**config.mk**
```make
export PLATFORM = sky130hd
export DESIGN_NAME = branch_hazard_sched
export DESIGN_NICKNAME = d
export VERILOG_FILES = /design/src/rtl/branch_hazard_sched_pkg.sv /design/src/rtl/branch_hazard_sched_hazard_slot_match.sv /design/src/rtl/branch_hazard_sched.sv
export SDC_FILE = /design/constraint.sdc
export NUM_CORES = 1
export LEC_CHECK = 0
export ABC_CLOCK_PERIOD_IN_PS = 4059
export CORE_UTILIZATION = 52
export CTS_CLUSTER_DIAMETER = 120
export CTS_CLUSTER_SIZE = 25
export DETAILED_ROUTE_END_ITERATION = 16
export PLACE_DENSITY = 0.88
export SYNTH_ARGS = -nofsm -noshare
export SYNTH_HDL_FRONTEND = slang
export SYNTH_HIERARCHICAL = 1
export SYNTH_SLANG_ARGS = --single-unit
```
**constraint.sdc**
```tcl
create_clock -name clk -period 4.06 [get_ports clk]
set_input_delay 1.015 -clock clk [delete_from_list [all_inputs] [get_ports clk]]
set_output_delay 1.015 -clock clk [all_outputs]
set_load 0.005 [all_outputs]
```
**src/rtl/branch_hazard_sched_pkg.sv**
```systemverilog
// Shared decode/forwarding definitions: forwarding-select encodings, scoreboard slot layout
// and the slot ageing helper used by the branch hazard scheduler.
package branch_hazard_sched_pkg;

    localparam logic [1:0] FWD_RF = 2'd0;
    localparam logic [1:0] FWD_E  = 2'd1;
    localparam logic [1:0] FWD_M  = 2'd2;
    localparam logic [1:0] FWD_W  = 2'd3;

    typedef enum logic [1:0] {
        B_SEL_RF = FWD_RF,
        B_SEL_E  = FWD_E,
        B_SEL_M  = FWD_M,
        B_SEL_W  = FWD_W
    } b_sel_e;

    typedef struct packed {
        logic       valid;
        logic [4:0] rnum;
        logic [1:0] tnew;
    } slot_t;

    localparam int SLOT_W = $bits(slot_t);

    // One pipeline step closer to having the result available.
    function automatic slot_t slot_age(input slot_t s);
        slot_t r;
        r      = s;
        r.tnew = (s.tnew == 2'd0) ? 2'd0 : (s.tnew - 2'd1);
        return r;
    endfunction

endpackage

```
**src/rtl/branch_hazard_sched_hazard_slot_match.sv**
```systemverilog
// Finds the youngest in-flight writer of one comparator operand and reports
// whether its value is not yet forwardable (hazard) or which stage to forward from.
module hazard_slot_match
    import branch_hazard_sched_pkg::*;
(
    input  logic [4:0]        i_reg,
    input  logic [SLOT_W-1:0] i_slot_e,
    input  logic [SLOT_W-1:0] i_slot_m,
    input  logic [SLOT_W-1:0] i_slot_w,
    output logic              o_hazard,
    output logic [1:0]        o_sel
);

    slot_t  w_e;
    slot_t  w_m;
    slot_t  w_w;
    slot_t  w_hit;
    logic   w_found;
    b_sel_e w_stage;

    assign w_e = slot_t'(i_slot_e);
    assign w_m = slot_t'(i_slot_m);
    assign w_w = slot_t'(i_slot_w);

    always_comb begin
        w_found = 1'b0;
        w_stage = B_SEL_RF;
        w_hit   = '0;
        // $0 never carries a dependency even if a stale slot names it.
        if (i_reg != 5'd0) begin
            if (w_e.valid && (w_e.rnum == i_reg)) begin
                w_found = 1'b1;
                w_stage = B_SEL_E;
                w_hit   = w_e;
            end else if (w_m.valid && (w_m.rnum == i_reg)) begin
                w_found = 1'b1;
                w_stage = B_SEL_M;
                w_hit   = w_m;
            end else if (w_w.valid && (w_w.rnum == i_reg)) begin
                w_found = 1'b1;
                w_stage = B_SEL_W;
                w_hit   = w_w;
            end
        end
    end

    always_comb begin
        o_hazard = 1'b0;
        o_sel    = FWD_RF;
        if (w_found) begin
            if (w_hit.tnew != 2'd0) begin
                o_hazard = 1'b1;
            end else begin
                o_sel = w_stage;
            end
        end
    end

endmodule

```
**src/rtl/branch_hazard_sched.sv**
```systemverilog
// Decode-stage branch scheduler: E/M/W write scoreboard, comparator forwarding selects,
// stall/redirect generation, saturating perf counters and a sticky stall watchdog.
module branch_hazard_sched
    import branch_hazard_sched_pkg::*;
#(
    parameter int CNT_W     = 32,
    parameter int MAX_STALL = 8
) (
    input  logic             clk,
    input  logic             reset,
    input  logic             d_valid,
    input  logic             d_is_branch,
    input  logic [4:0]       d_rs,
    input  logic [4:0]       d_rt,
    input  logic             d_use_rt,
    input  logic [4:0]       d_wr_reg,
    input  logic [1:0]       d_tnew,
    input  logic             ext_stall,
    input  logic             j_zero,
    output logic [1:0]       fwd_sel1,
    output logic [1:0]       fwd_sel2,
    output logic             stall,
    output logic             br_taken,
    output logic [CNT_W-1:0] br_cnt,
    output logic [CNT_W-1:0] taken_cnt,
    output logic [CNT_W-1:0] stall_cyc,
    output logic             err_stall
);

    localparam logic [CNT_W-1:0] CNT_ONE     = CNT_W'(1);
    localparam logic [CNT_W-1:0] CNT_MAX     = {CNT_W{1'b1}};
    localparam logic [7:0]       MAX_STALL_B = 8'(MAX_STALL);

    slot_t            r_slot_e;
    slot_t            r_slot_m;
    slot_t            r_slot_w;
    logic [CNT_W-1:0] r_br_cnt;
    logic [CNT_W-1:0] r_taken_cnt;
    logic [CNT_W-1:0] r_stall_cyc;
    logic [7:0]       r_run;
    logic             r_err;

    logic             w_haz1;
    logic             w_haz2_raw;
    logic [1:0]       w_sel1;
    logic [1:0]       w_sel2_raw;
    logic             w_haz2;
    logic             w_is_br;
    logic             w_stall;
    logic             w_br_fire;
    logic             w_taken;
    logic [7:0]       w_run_nxt;
    slot_t            w_slot_e_nxt;

    hazard_slot_match u_match_rs (
        .i_reg    (d_rs),
        .i_slot_e (r_slot_e),
        .i_slot_m (r_slot_m),
        .i_slot_w (r_slot_w),
        .o_hazard (w_haz1),
        .o_sel    (w_sel1)
    );

    hazard_slot_match u_match_rt (
        .i_reg    (d_rt),
        .i_slot_e (r_slot_e),
        .i_slot_m (r_slot_m),
        .i_slot_w (r_slot_w),
        .o_hazard (w_haz2_raw),
        .o_sel    (w_sel2_raw)
    );

    assign w_haz2    = d_use_rt & w_haz2_raw;
    assign w_is_br   = d_valid & d_is_branch;
    assign w_stall   = (w_is_br & (w_haz1 | w_haz2)) | ext_stall;
    assign w_br_fire = w_is_br & ~w_stall;
    assign w_taken   = w_br_fire & j_zero;

    assign fwd_sel1  = w_sel1;
    assign fwd_sel2  = d_use_rt ? w_sel2_raw : FWD_RF;
    assign stall     = w_stall;
    assign br_taken  = w_taken;
    assign br_cnt    = r_br_cnt;
    assign taken_cnt = r_taken_cnt;
    assign stall_cyc = r_stall_cyc;
    assign err_stall = r_err;

    always_comb begin
        w_slot_e_nxt = '0;
        if (!w_stall) begin
            w_slot_e_nxt.valid = d_valid && (d_wr_reg != 5'd0);
            w_slot_e_nxt.rnum  = d_wr_reg;
            w_slot_e_nxt.tnew  = d_tnew;
        end
    end

    // Run length saturates so a very long stall cannot wrap below the threshold.
    assign w_run_nxt = !w_stall        ? 8'd0  :
                       (r_run == 8'hFF) ? r_run : (r_run + 8'd1);

    always_ff @(posedge clk or negedge reset) begin
        if (!reset) begin
            r_slot_e <= '0;
            r_slot_m <= '0;
            r_slot_w <= '0;
        end else begin
            r_slot_e <= w_slot_e_nxt;
            r_slot_m <= slot_age(r_slot_e);
            r_slot_w <= slot_age(r_slot_m);
        end
    end

    always_ff @(posedge clk or negedge reset) begin
        if (!reset) begin
            r_br_cnt    <= '0;
            r_taken_cnt <= '0;
            r_stall_cyc <= '0;
        end else begin
            if (w_br_fire && (r_br_cnt != CNT_MAX)) begin
                r_br_cnt <= r_br_cnt + CNT_ONE;
            end
            if (w_taken && (r_taken_cnt != CNT_MAX)) begin
                r_taken_cnt <= r_taken_cnt + CNT_ONE;
            end
            if (w_stall && (r_stall_cyc != CNT_MAX)) begin
                r_stall_cyc <= r_stall_cyc + CNT_ONE;
            end
        end
    end

    always_ff @(posedge clk or negedge reset) begin
        if (!reset) begin
            r_run <= 8'd0;
            r_err <= 1'b0;
        end else begin
            r_run <= w_run_nxt;
            if (w_run_nxt >= MAX_STALL_B) begin
                r_err <= 1'b1;
            end
        end
    end

endmodule
```
After elaboration in Yosys (flattened, before gate mapping) --
Index checks and enable logic that the tools add are counted. W data, S select, Z words.
Storage, ports and cells: flip-flop bits (word level) 129, output and inout bits 103, word-level logic and storage cells 94
Operators by class: add/subtract/negate cells 6, magnitude comparators 1, equality and inequality tests 10, muxes and demuxes 38, bitwise gates (word level) 8, reduce and logical (&&, ||, !) cells 17
Operators by type and width (count):
- $add A32 B1 Y32 const B | 3
- $ne A32 B32 Y1 const B | 3
- $mux W2 | 23
- $eq A5 B5 Y1 | 6
- $mux W8 | 3
- $reduce_bool A5 Y1 | 3
- $mux W1 | 12
- $logic_and A1 B1 Y1 | 10
- $add A8 B1 Y8 const B | 1
- $eq A8 B8 Y1 const B | 1
- $ge A8 B4 Y1 const B | 1
- $and A1 B1 Y1 | 5
- $logic_not A2 Y1 | 2
- $reduce_bool A2 Y1 | 2
- $sub A2 B1 Y2 const B | 2
- $or A1 B1 Y1 | 2
- $not A1 Y1 | 1

Depth between registers and ports, before layout --
word-level depth 17, mapped depth 12, mapped depth without buffers 11

Cells and area by module --
The synthesis kept the hierarchy.
Modules (own cells, without submodules):
- branch_hazard_sched | times used 1, cells each 507, area each 5833.1 um2, sequential area each 3228.1 um2
- hazard_slot_match | times used 2, cells each 36, area each 271.5 um2, sequential area each 0.0 um2

Worst setup path before layout --
OpenSTA, ideal clock, no wires.
path type input port to output port, from input d_rs[0], to output br_taken, arrival time 2636 ps, data required time 3045 ps, setup slack 409 ps, stages on the path 8, buffers on the path 0, path through xnor2_1 nand4_1 o311a_1 a221oi_2 a211oi_2 a211oi_4 nand4_2 inv_1
Between the ends: word-level cells in the longest chain between the ends 15
Ends and longest elaborated chain:
- from (decl) | line branch_hazard_sched.sv:13 | input logic [4:0] d_rs,
- $eq A5 B5 Y1 | line branch_hazard_sched_hazard_slot_match.sv:39 | end else if (w_w.valid && (w_w.rnum == i_reg)) begin
- $logic_and A1 B1 Y1 | line branch_hazard_sched_hazard_slot_match.sv:39
- $mux W2 | line branch_hazard_sched_hazard_slot_match.sv:39
- $mux W2 | line branch_hazard_sched_hazard_slot_match.sv:35 | end else if (w_m.valid && (w_m.rnum == i_reg)) begin
- $mux W2 | line branch_hazard_sched_hazard_slot_match.sv:31 | if (w_e.valid && (w_e.rnum == i_reg)) begin
- $mux W2 | line branch_hazard_sched_hazard_slot_match.sv:30 | if (i_reg != 5'd0) begin
- $reduce_bool A2 Y1 | line branch_hazard_sched_hazard_slot_match.sv:51 | if (w_hit.tnew != 2'd0) begin
- $mux W1 | line branch_hazard_sched_hazard_slot_match.sv:51
- $mux W1 * | line branch_hazard_sched_hazard_slot_match.sv:50 | if (w_found) begin
- named net w_haz1 | line branch_hazard_sched.sv:43 | logic w_haz1;
- $or A1 B1 Y1 * | line branch_hazard_sched.sv:75 | assign w_stall = (w_is_br & (w_haz1 | w_haz2)) | ext_stall;
- $and A1 B1 Y1 * | line branch_hazard_sched.sv:75
- $or A1 B1 Y1 * | line branch_hazard_sched.sv:75
- $not A1 Y1 * | line branch_hazard_sched.sv:76 | assign w_br_fire = w_is_br & ~w_stall;
- $and A1 B1 Y1 * | line branch_hazard_sched.sv:76
- $and A1 B1 Y1 * | line branch_hazard_sched.sv:77 | assign w_taken = w_br_fire & j_zero;
- to (decl) | line branch_hazard_sched.sv:23 | output logic br_taken,
Mark *: on every way through the listed nets, which the timed path passes. The rest lies on a longest branch.

Final worst setup path --
from input d_rs[0], to output stall
Between the ends: word-level cells in the longest chain between the ends 12
Ends and longest elaborated chain:
- $eq A5 B5 Y1 | line branch_hazard_sched_hazard_slot_match.sv:39
- $logic_and A1 B1 Y1 | line branch_hazard_sched_hazard_slot_match.sv:39
- $mux W2 | line branch_hazard_sched_hazard_slot_match.sv:39
- $mux W2 | line branch_hazard_sched_hazard_slot_match.sv:35
- $mux W2 | line branch_hazard_sched_hazard_slot_match.sv:31
- $mux W2 | line branch_hazard_sched_hazard_slot_match.sv:30
- $reduce_bool A2 Y1 | line branch_hazard_sched_hazard_slot_match.sv:51
- $mux W1 | line branch_hazard_sched_hazard_slot_match.sv:51
- $mux W1 * | line branch_hazard_sched_hazard_slot_match.sv:50
- named net w_haz1 | line branch_hazard_sched.sv:43
- $or A1 B1 Y1 * | line branch_hazard_sched.sv:75
- $and A1 B1 Y1 * | line branch_hazard_sched.sv:75
- $or A1 B1 Y1 * | line branch_hazard_sched.sv:75
- to (decl) | line branch_hazard_sched.sv:22 | output logic stall,
Marked as above.

==> metrics.md <==
| Metric | Value |
|---|---|
| Cell Area, Synth | 0.006376 mm² |
| CTS tree | built |
| Lkg Pwr | roughly 0.0038 µW |
| Register-to-Register Path Depth | 12 |
| Clock transition at path regs | 0.06 ns |
| Initial antenna violation count | 0 |
| Clock tree buffer depth | 2 |
| Hold depth | 0 |
| Post-synth cell types | 64 |
| Synth Flop Type | dfrtp_1 |
| Area after DPL | about 0.0081 mm² |
| Unrepaired setup endpoints after global routing | true |
| DRC violation count after routing | 0 |
| R2R Setup Slk | between 0.7 and 0.8 ns |
| Clk pwr share | 45.1% |
| CP Cell Sequence | buf_2, buf_6, xor2_1, nor4_2, o311a_1, a221oi_2, a211oi_2, a211oi_4, buf_4, or2_1, inv_2, buf_2 |
| Total GRT Usage | between 20 and 30% |
| Worst hold-check path type | reg -> reg |
| CP startpoint kind | primary input |
| Slowest CP cell | nor4_2 |
| Placed wire-length estimate | around 11 mm |
| Largest stage delay, worst path | between 0.3 and 0.4 ns |
| Clk sinks | approximately 130 |
| Switching Power | between 800 and 900 µW |
| GRT Residual Overflow | 0 |
| FP Rows | 40 |
| Full die area | ~0.013 mm² |
| EDFF count, synth | 0 |
| Diode count | 0 |
| Pwr Density | 406.8 mW/mm² |
| Ratio of cells with drive above 1 in the final layout | roughly 17% |
| Seq pwr share | a little over two fifths |
| Fin crit share | slightly below 100% |
| Avg Inst Size Synth | approximately 11 µm² |
| Relative slew slack | 35.17% |
| Final worst slack | 0.03747 ns |
| Max Clk Rate | 248.6 MHz |
| Layout overhead on the synthesized area | 37.38% |
| Outcome | completed |
| Hold buffers post-CTS | 0 |
| Buffers on Ports | between 100 and 150 |
| FFs w/ async S/R, synth | between 90% and 100% |
| Die width | approximately 110 µm |
| WL/cell | between 15 and 20 µm |
| First-pass GRT wire length | ~25 mm |
| Setup violators final | 0 |
| Switching share of total power | around a quarter |
| Worst-path maximum fanout | 3 |
| Root buf cell | clkbuf_16 |
| ANT nets after route | 0 |
| Largest net degree at the start of global routing | just under 80 |
| Post-layout min period | slightly above 4 ns |
| Clk_skew | roughly 0.0064 ns |
| Synth Register Bits | approximately 130 |
| Setup CP Type | in -> out |
| 1st-pass router iterations | 4 |
| Top cell by count, worst path | buf_2 |
| Synth warn | 6 |
| Slew Viols, Final | 0 |
| Design area | around 0.009 mm² |
| # IOs | around 130 |
| Routed vias | 5217 |
| Hold EP | r_slot_m[7] |
| Final hold vios | 0 |
| Max Cap Viol | 0 |
| Seq/Total Area, Yosys | about half |
| Clock Latency Late Sink | slightly above 0.4 ns |
| P_int | 2677 µW |
| Layout Nets | just under 800 |
| Die Y | 112.7 µm |
| Worst R2R End | err_stall |
| Combinational fraction of design power | about an eighth |
| Final Routed Wirelength | about 15 mm |
| Vias per cell | approximately 5.7 |
| Stages on worst setup path | 12 |
| CP endpoint kind | output port |
| Worst R2R Start | r_slot_m[4] |
| Placer Congestion | just under 0.9 |
| Buf+Inv Stages, Crit Path | 5 |
| Initial core utilization | 53.31% |
| H-Tree Depth | 4 |
| Worst EP arrival | roughly 3 ns |
| Tot Pwr | roughly 3600 µW |
| Peak VDD IR | between 0.0002 and 0.0003 V |
| Vias in the first global route | around 5.3k |
| Synth Instances | approximately 580 |
| Core area | ~0.012 mm² |
| CTS buffer count | 17 |
| Worst hold start | r_slot_e[7] |
| DR iter-0 viols | 340 |
| Synthesized Nets | 607 |
| WP data required | a little over 3 ns |
| Slew @ Worst Pin | approximately 0.96 ns |
| Top delay family on crit path | compound AO/OA/AOI/OAI gates |
| Place WS | -0.6791 ns |
==> cell usage after synthesis (all sizes together), types with 3 or more instances <==
cell type,n,area (µm²)
dfrtp,129,3228
xnor2,72,630.6
xor2,52,455.4
nand2,44,165.2
nand4,43,281.5
nor2,42,162.6
nand3,31,160.1
nor3,26,151.4
and2,18,112.6
and4,16,145.1
and3,14,92.59
inv,14,52.55
nor4,12,96.34
a211oi,6,72.57
a21oi,6,30.03
or4,5,41.29
a31oi,4,31.28
ha,4,50.05
or2,4,25.03
buf,3,23.77
nor4b,3,47.54
o311a,3,41.29
or3,3,18.77
==> flip-flops by register name (all words and copies together), names as in the netlist <==
register and flops:
taken_cnt 32, r_run 8, r_slot_m 8, br_cnt 32
r_slot_w 8, stall_cyc 32, err_stall 1, r_slot_e 8
==> worst max path at each step <==
stage / start / to / slack [ns]
3_3_place_gp: d_rs[4] / br_taken / -0.60
5_1_grt: d_rs[0] / stall / -0.02
3_5_place_dp: d_rs[0] / stall / -0.68
4_1_cts: d_rt[1] / stall / 0.007
2_1_floorplan: d_rs[0] / br_taken / 0.41
6_report: d_rs[0] / stall / 0.04
==> worst reg2reg max path, delay by kind of cell (launching register included) <==
kind	cells	cell delay, ns
and+or+nand+nor	5	1.20
AOI/OAI and AO/OA	4	1.01
DFF	1	0.45
buffers and inverters	2	0.38
xor gates and xnor gates	1	0.18
==> kinds of logic (layout without fill, tap and decap cells) <==
family | count (synthesis) | in the layout | share of synthesized area (%)
AND/OR/NAND/NOR | 266 | 266 | 24.10
adder cells (fa/ha/maj) | 4 | 4 | 0.7850
buffers and inverters | 18 | 214 | 1.256
XOR/XNOR | 124 | 124 | 17.03
multiplexers | 2 | 2 | 0.3336
flip-flops | 129 | 129 | 50.63
AO/OA/AOI/OAI | 36 | 36 | 5.867
==> metrics by stage <==
| stage | setup TNS [ns] | instances | utilization (%) | hold slack [ns] |
|---|---|---|---|---|
| 3_5_place_dp | -6.354 | 885 | 67.56 | 0.4020 |
| 6_report | 0 | 922 | 73.23 | 0.4199 |
| 4_1_cts | 0 | 922 | 73.28 | 0.4138 |
| 3_3_place_gp | -3.399 | 885 | 67.56 | 0.4040 |
| 5_1_grt | -0.02415 | 922 | 73.23 | 0.4163 |
| 2_1_floorplan | 0 | 579 | - | 0.3588 |
==> power by group through the flow <==
| stage | registers [µW] | logic, µW | clock network (µW) |
|---|---|---|---|
| final | 1510 | 444 | 1610 |
| after global routing | 1530 | 488 | 1690 |
| after CTS | 1510 | 448 | 1630 |
| after detailed placement | 1530 | 440 | 0 |
| after global placement | 1520 | 426 | 0 |
| after floorplan | 1510 | 167 | 0 |
==> routing by layer <==
| layer | share of wire, % | GRT usage [%] |
|---|---|---|
| met5 | 0 | 0 |
| met4 | 1.6 | 9.600 |
| met3 | 4.8 | 5.785 |
| met2 | 51 | 43.17 |
| met1 | 43 | 31.74 |
==> repair_timing <==
action,in CTS,in global routing
pin swaps,17,12
gates resized for setup,43,7
setup endpoints to repair,6,5
buffers inserted,5,0
==> area by class of cell <==
class                      instances  area (µm²)
sequential                       129        3228
fill                             801        3202
inverter                          14       52.55
clock inverter                    14       187.7
tap                              147       183.9
clock buffer                      18       439.2
multi-input combinational        432        3113
timing repair buffer             168        1555
==> placed cells by master, fill, tap and decap left out, types with 3 or more instances in the layout <==
master / Yosys / final
a31oi_1: 3 / 3
a21oi_1: 6 / 6
clkbuf_16: 0 / 17
clkdlybuf4s15_2: 0 / 3
nand4_1: 41 / 41
and3_2: 4 / 4
or2_2: 3 / 3
xor2_1: 52 / 52
and3_1: 10 / 10
and2_1: 16 / 16
clkdlybuf4s50_1: 0 / 112
nor4_1: 10 / 8
ha_1: 4 / 4
dfrtp_1: 129 / 129
xnor2_1: 72 / 69
or4_1: 4 / 4
xnor2_2: 0 / 3
nand3_1: 30 / 30
nor3_1: 23 / 21
nor2_1: 40 / 40
buf_2: 1 / 6
nor3_2: 2 / 4
nor4_2: 1 / 3
or3_1: 3 / 3
inv_1: 13 / 12
a211oi_2: 3 / 3
nand2_1: 44 / 44
buf_4: 1 / 41
clkinv_2: 0 / 4
bufinv_16: 0 / 4
clkinvlp_4: 0 / 4
and4_1: 13 / 13
No activity file was read; power rests on OpenSTA's default activity.
